==> src/rtl/filter_voice_sequencer.sv <==
// Shares one sequential multiplier across V one-pole filter voices.
// Each accepted sample strobe runs every voice once: y = f*(x_prev + y_prev) + x.
module filter_voice_sequencer #(
    parameter int n   = 12,
    parameter int V   = 4,
    parameter int TMO = 63
) (
    input  logic           Clk,
    input  logic           Rst_n,
    input  logic           sample_stb,
    input  logic [V*n-1:0] in_flat,
    input  logic [V*n-1:0] freq_flat,
    output logic [n-1:0]   mult_a,
    output logic [n-1:0]   mult_b,
    output logic           mult_start,
    input  logic           mult_done,
    input  logic [n-1:0]   mult_p,
    output logic [V*n-1:0] out_flat,
    output logic           busy,
    output logic           frame_done,
    output logic           overrun,
    output logic           mult_err
);
    localparam int VW = (V > 1) ? $clog2(V) : 1;
    localparam int CW = $clog2(TMO + 1);
    localparam logic [VW-1:0] V_LAST = VW'(V - 1);
    localparam logic [VW-1:0] V_ONE  = VW'(1);
    localparam logic [CW-1:0] C_LAST = CW'(TMO - 1);
    localparam logic [CW-1:0] C_ONE  = CW'(1);

    typedef enum logic [1:0] {IDLE, REQ, WAIT, DONE} state_t;

    state_t        state_r, state_s;
    logic [VW-1:0] v_r;
    logic [VW-1:0] v_next_s;
    logic [CW-1:0] cnt_r;
    logic [n-1:0]  x_prev_r [V];
    logic [n-1:0]  y_prev_r [V];
    logic [n-1:0]  x_cur_r  [V];
    logic [n-1:0]  f_r      [V];
    logic [n-1:0]  out_r    [V];
    logic [n-1:0]  mult_a_r, mult_b_r;
    logic          mult_start_r, busy_r, frame_done_r, overrun_r, mult_err_r;
    logic          accept_s, capture_s, timeout_s, drop_s, last_s;

    assign v_next_s = v_r + V_ONE;
    assign last_s   = (v_r == V_LAST);

    // State register.
    always_ff @(posedge Clk or negedge Rst_n) begin
        if (!Rst_n) begin
            state_r <= IDLE;
        end else begin
            state_r <= state_s;
        end
    end

    // Next-state decode and one-cycle event strobes.
    always_comb begin
        state_s   = state_r;
        accept_s  = 1'b0;
        capture_s = 1'b0;
        timeout_s = 1'b0;
        drop_s    = sample_stb && (state_r != IDLE);
        case (state_r)
            IDLE: begin
                if (sample_stb) begin
                    accept_s = 1'b1;
                    state_s  = REQ;
                end else begin
                    state_s  = IDLE;
                end
            end
            REQ: state_s = WAIT;
            WAIT: begin
                if (mult_done) begin
                    capture_s = 1'b1;
                    state_s   = last_s ? DONE : REQ;
                end else if (cnt_r == C_LAST) begin
                    timeout_s = 1'b1;
                    state_s   = IDLE;
                end else begin
                    state_s   = WAIT;
                end
            end
            DONE:    state_s = IDLE;
            default: state_s = IDLE;
        endcase
    end

    // Datapath: voice state, operand registers, counters and status flags.
    always_ff @(posedge Clk or negedge Rst_n) begin
        if (!Rst_n) begin
            v_r          <= '0;
            cnt_r        <= '0;
            mult_a_r     <= '0;
            mult_b_r     <= '0;
            mult_start_r <= 1'b0;
            busy_r       <= 1'b0;
            frame_done_r <= 1'b0;
            overrun_r    <= 1'b0;
            mult_err_r   <= 1'b0;
            for (int i = 0; i < V; i++) begin
                x_prev_r[i] <= '0;
                y_prev_r[i] <= '0;
                x_cur_r[i]  <= '0;
                f_r[i]      <= '0;
                out_r[i]    <= '0;
            end
        end else begin
            mult_start_r <= (state_s == REQ);
            busy_r       <= (state_s != IDLE);
            frame_done_r <= (state_s == DONE);
            overrun_r    <= overrun_r | drop_s;
            mult_err_r   <= mult_err_r | timeout_s;

            if (state_r == REQ) begin
                cnt_r <= '0;
            end else if ((state_r == WAIT) && !mult_done) begin
                cnt_r <= cnt_r + C_ONE;
            end else begin
                cnt_r <= cnt_r;
            end

            // Operands for the next REQ are formed on the edge that enters it.
            if (accept_s) begin
                v_r      <= '0;
                mult_a_r <= x_prev_r[0] + y_prev_r[0];
                mult_b_r <= freq_flat[0 +: n];
                for (int i = 0; i < V; i++) begin
                    x_cur_r[i] <= in_flat[i*n +: n];
                    f_r[i]     <= freq_flat[i*n +: n];
                end
            end else if (capture_s) begin
                out_r[v_r]    <= mult_p + x_cur_r[v_r];
                y_prev_r[v_r] <= mult_p + x_cur_r[v_r];
                x_prev_r[v_r] <= x_cur_r[v_r];
                if (!last_s) begin
                    v_r      <= v_next_s;
                    mult_a_r <= x_prev_r[v_next_s] + y_prev_r[v_next_s];
                    mult_b_r <= f_r[v_next_s];
                end else begin
                    v_r <= v_r;
                end
            end else begin
                v_r <= v_r;
            end
        end
    end

    for (genvar g = 0; g < V; g++) begin : g_out
        assign out_flat[g*n +: n] = out_r[g];
    end

    assign mult_a     = mult_a_r;
    assign mult_b     = mult_b_r;
    assign mult_start = mult_start_r;
    assign busy       = busy_r;
    assign frame_done = frame_done_r;
    assign overrun    = overrun_r;
    assign mult_err   = mult_err_r;
endmodule

==> config.mk <==
export PLATFORM = sky130hd
export DESIGN_NAME = filter_voice_sequencer
export DESIGN_NICKNAME = d
export VERILOG_FILES = /design/src/rtl/filter_voice_sequencer.sv
export SDC_FILE = /design/constraint.sdc
export NUM_CORES = 1
export LEC_CHECK = 0
export CAP_MARGIN = 20
export CORE_MARGIN = 3
export CORE_UTILIZATION = 40
export DETAILED_ROUTE_END_ITERATION = 16
export GPL_ROUTABILITY_DRIVEN = 0
export GPL_TIMING_DRIVEN = 0
export SETUP_SLACK_MARGIN = 0.3
export SYNTH_ARGS = -nofsm -noshare
export SYNTH_HDL_FRONTEND = slang
export SYNTH_SLANG_ARGS = --single-unit
==> constraint.sdc <==
create_clock -name Clk -period 4.1 [get_ports Clk]
set_input_delay 0.41 -clock Clk [delete_from_list [all_inputs] [get_ports Clk]]
set_output_delay 0.41 -clock Clk [all_outputs]
set_load 0.02 [all_outputs]
Word level (Yosys, flattened, before mapping)

Cells that the tools add are included.

Add/subtract/negate cells: 5
Magnitude comparators: 3
Eq/ne operators: 8
Muxes and demuxes: 40
Bitwise logic cells: 5
Reduce and logical (&&, ||, !) cells: 11

Operator list:

| operator                                                    | number |
|---|---|
| two-way mux 12 bit                                          | 15 |
| bitwise mux 48 bit                                          | 3 |
| binary-select mux 12 bit (select 2 bit)                     | 4 |
| adder 12 bit                                                | 3 |
| demux 12 bit (select 2 bit)                                 | 1 |
| two-way mux 2 bit                                           | 6 |
| two-way mux 6 bit                                           | 2 |
| == test 2 bit (second input constant)                       | 4 |
| two-way mux 1 bit                                           | 8 |
| case mux 2 bit (4 select lines)                             | 1 |
| nonzero test 2 bit                                          | 4 |
| adder 6 x 1 -> 6 bit (second input constant)                | 1 |
| == test 6 bit (second input constant)                       | 1 |
| >= comparator 3 bit (second input constant)                 | 2 |
| inverter 2 -> 3 bit                                         | 2 |
| == test 2 x 1 -> 1 bit (second input constant)              | 2 |
| AND reduction 2 bit                                         | 2 |
| logical AND 1 bit                                           | 3 |
| less-than comparator 3 x 1 -> 1 bit (second input constant) | 1 |
| adder 2 x 1 -> 2 bit (second input constant)                | 1 |
| logical NOT 2 bit                                           | 1 |
| inequality test 2 bit (second input constant)               | 1 |
| bitwise OR 1 bit                                            | 2 |
| logical NOT 1 bit                                           | 1 |
| inverter 1 bit                                              | 1 |

Register bits: 279
Logic and storage cells: 102

Longest topological paths before layout

Depth in word-level cells: 9
Mapped depth: 15
Depth with buffers taken out: 12

Worst setup path after synthesis

OpenSTA, ideal clock, no wires.

Kind: register to register
Start: register v_r[1]
End: register mult_a_r[9], in the netlist mult_a[9]
Arrival time: 3.654 ns
Required time: 4.006 ns
Slack: 0.352 ns
Cell stages (with the launch flop): 14
Buffers on the path: 3
Period minus slack after synthesis: 3.748 ns
Path through: dfrtp_1 > buf_1 > inv_1 > ha_1 > buf_2 > clkbuf_1 > mux4_2 > ha_1 > a21oi_1 > o2111ai_1 > a21o_1 > a21oi_1 > mux2_2 > a211oi_1

Word-level cells in the longest chain between the ends: 9
Elaborated cells between the ends (all ways): 15
Classes of those cells: add/sub: 2; eq/ne: 2; mux: 9; bitwise: 1; reduce/logical: 1

Ends and longest elaborated chain:

| what                                                  | RTL line | RTL |
|---|---|---|
| from (decl)                                           | 34       | `logic [VW-1:0] v_r;` |
| from (signal assigned)                                | 139      | `v_r <= v_next_s;` |
| from (signal assigned)                                | 143      | `v_r <= v_r;` |
| from (signal assigned)                                | 146      | `v_r <= v_r;` |
| adder 2 x 1 -> 2 bit                                  | 46       | `assign v_next_s = v_r + V_ONE;` |
| inverter 2 -> 3 bit (implied by the code)             | 140      | `mult_a_r <= x_prev_r[v_next_s] + y_prev_r[v_next_s];` |
| binary-select mux 12 bit (select 2 bit)               | 140      |  |
| two-way mux 12 bit (implied by the code) (2 in a row) | 140      |  |
| adder 12 bit                                          | 140      |  |
| two-way mux 12 bit                                    | 138      | `if (!last_s) begin` |
| two-way mux 12 bit                                    | 134      | `end else if (capture_s) begin` |
| two-way mux 12 bit                                    | 126      | `if (accept_s) begin` |
| to (signal assigned)                                  | 128      | `mult_a_r <= x_prev_r[0] + y_prev_r[0];` |
| to (signal assigned)                                  | 140      |  |
| to (decl)                                             | 42       | `logic [n-1:0] mult_a_r, mult_b_r;` |

Parallel ways exist; a longest one is shown, timed or not. The select of a mux whose other input is x is not followed.
A chain may end at the register's enable or synchronous reset.

Final worst setup path

Ends and elaborated chain as after synthesis.

==> reports/results.txt <==
CP arrival - 4160 ps
crit end category - register
antenna viol nets, final - 0
part of the cycle the worst path needs - 90.7%
Reg clk slew, reported paths - 60 ps
Min-Delay Path Depth - 3
min cycle time layout - 3720 ps
fraction of registers with async set/reset - 100%
Crit Path Class - register to register
pin slew with the least headroom to its limit - 870 ps
clock skew - 16.2 ps
Yosys top cell area share - 51.1%
share of layout cells above drive strength 1 - 13.3%
CP Launch Type - register
PnR worst setup slack - 383 ps
first-pass GRT wire length - 53,400 um
initial antenna violation count - 0
worst reg2reg path depth - 13
# nets final - 1,448
dpl ws - -1090 ps
Final Power - 13.1 mW
Post-synth EDFFs - 0
ys flop type - dfrtp_1
critical-path maximum fanout - 10
VDD IR max - 363 uV
final WL - 34,200 um
CTS H-tree depth - 1
Ports - 189
clk buf depth - 3
Layout Utilization - 53.7%
Synth Net Count - 1,227
maximum clock frequency - 269 MHz
Std-Cell Rows - 60
Routed WL per cell - 20.3 um
Mean Syn Cell Area - 10.5 um^2
CTS tree - built
FF+latch count, synth - 231
routed vias - 8,801
status - complete, no violations
RSZ-0062 raised after global routing - yes
Setup violations, final - 0
vias in the first global route - 9,020
cell taking the most area after synthesis - dfrtp_1
yosys warns - 0
Mapped Area - 11,300 um^2
GRT Residual Overflow - 0
synthesized instance count - 1,073
vias per cell - 5.22
hpwl dp - 25,300 um
starting density of the core - 41.3%
Total GRT Usage - 22.5%
die outline height - 174 um
register area share after synthesis - 51.1%
DP Cell Count - 1,635
Starting DRT DRC Count - 725
Die Width - 174 um
# port buffers - 188
leakage power - 6.74 nW
TritonRoute pass-1 iters - 4
core box area - 27,400 um^2
max-cap viol count - 0
DRC - 0
die area - 30,400 um^2
Cell variety after synth - 55
clk sinks - 231
slew margin rel. - 42.0%
Critical Path RT - 4540 ps
Power Dens Cells - 890 nW/um^2
Fin. Hold Viols - 0
FILL cells - 2,490
Worst Hold Class - input port to register
area delta synth->final - 29.9%
Slew Limit Fails - 0
largest net degree at the start of global routing - 81
most area-consuming cells after synthesis - dfrtp_1 (51%), nand2_1 (12%), mux4_2 (9.4%)
Final Non-Filler Cells - 1,686
Worst Hold Slack - 390 ps
CTS buffer count - 27
Clk Latency, worst-skew pair - 550 ps
root buf cell - clkbuf_16
## metal layers
layer  track usage, %  up-vias  wire, um
met2             35.8      248     15900
met3             3.23       45      1770
met4             4.86        0       745
met5                0        -         0
li1                 -     4161         -
met1             33.1     4347     15800
## sequential cells by signal, summed over array words and instances, names as in the netlist
signal and count:
state_r 2, x_cur_r 48, mult_start 1, frame_done 1
overrun 1, x_prev_r 48, busy 1, mult_b 12
f_r 48, cnt_r 6, mult_err 1, y_prev_r 48
v_r 2, mult_a 12
## cells in the final DEF (no fill, tap or decap), drive strengths merged, types with 3 or more instances in the layout
cell           synthesis  final
fa                     3      3
bufinv                 0      3
inv                   15     17
o21bai                 4      4
a21o                   7      7
nor2                  21     21
a211oi                 7      7
nand2                364    364
nand2b                 3      3
o21a                   3      3
a22oi                  7      7
xnor2                 15     15
xor2                  13     13
mux4                  47     47
clkdlybuf4s50          0    187
ha                    39     39
o2111ai                3      3
mux2i                 10     10
mux2                  57     57
o21ai                 75     75
clkbuf                39     78
o211ai                 4      4
nand3                  8      8
nor2b                  5      5
clkinv                 0      3
a21oi                 37     37
nor3                  10     10
buf                   14     19
dfrtp                231    231
## worst paths after layout
check / from / to / slack [ps]
setup / recovery: v_r[1]$_DFFE_PN0P_ / mult_a[9]$_DFFE_PN0P_ / 380
hold / removal: in_flat[41] / x_cur_r[5]$_DFFE_PN0P_ / 390
setup reg to reg: v_r[1]$_DFFE_PN0P_ / mult_a[9]$_DFFE_PN0P_ / 380
hold reg to reg: mult_err$_DFF_PN0_ / mult_err$_DFF_PN0_ / 460
max in group asynchronous: Rst_n / x_cur_r[9]$_DFFE_PN0P_ / 2500
min in group asynchronous: Rst_n / mult_b[2]$_DFFE_PN0P_ / 410
## synthesized netlist by cell type, types with 2 or more instances
master and n:
a211oi_1 7, a21o_1 7, a21oi_1 36, a22oi_1 7, a31oi_1 2, a41oi_1 2
and3_1 2, buf_1 2, buf_2 10, buf_4 2, clkbuf_1 39, dfrtp_1 231
fa_1 3, ha_1 39, inv_1 15, mux2_2 57, mux2i_1 10, mux4_2 47
nand2_1 364, nand2b_1 3, nand3_1 8, nand4_1 2, nor2_1 20, nor2b_1 5
nor3_1 10, o2111ai_1 3, o211ai_1 3, o21a_1 3, o21ai_0 75, o21bai_1 4
o22ai_1 2, o31a_1 2, o31ai_1 2, or2_2 2, xnor2_1 15, xor2_1 13
## metrics by stage
step                 TNS, ps  cell area (um^2)
floorplan                  0             11300
global placement    -1726970             13700
detailed placement     -6740             13700
CTS                        0             14700
global route               0             14700
finish                     0             14700
## worst max-delay path: stages, from the launching register on
cell and delay (ps):
dfrtp_2 430, buf_6 180, inv_1 140, ha_1 300, buf_4 200, clkbuf_8 220
mux4_2 350, ha_1 330, a21oi_2 220, o2111ai_1 210, a21o_1 240, a21oi_2 200
mux2_2 350, a211oi_1 240
## repair_timing
action                                  CTS  global route
buffers inserted                          1             0
endpoints found under the setup margin   15             3
endpoints found under the hold margin    75             0
gates resized for setup                  16             4
pin swaps                                 0             0
hold buffers                              1             0
## power breakdown
part	switching (mW)	total, mW	internal (mW)	leakage [nW]
Clock	0.962	2.45	1.48	0.442
Combinational	3.72	6.67	2.95	3.37
Sequential	0.704	3.98	3.27	2.93
## final cells by class
type | instances | area [um^2] | share of cell area [%]
Antenna cell | 1 | 2.50 | 0.0170
Buffer | 53 | 260 | 1.77
Clock buffer | 40 | 764 | 5.20
Clock inverter | 8 | 136 | 0.928
Inverter | 15 | 56.3 | 0.383
Multi-Input combinational cell | 774 | 5270 | 35.9
Sequential cell | 231 | 5780 | 39.3
Tap cell | 372 | 465 | 3.17
Timing Repair Buffer | 192 | 1960 | 13.3
## cells by family after synthesis
logic type / synth area share [%]
and+or+nand+nor: 15.0
DFF: 51.1
AOI/OAI and AO/OA: 8.60
muxes: 15.9
buffers and inverters: 2.43
adders and majority gates: 4.84
xor gates and xnor gates: 2.17
Power figures use the tool's default switching activity.
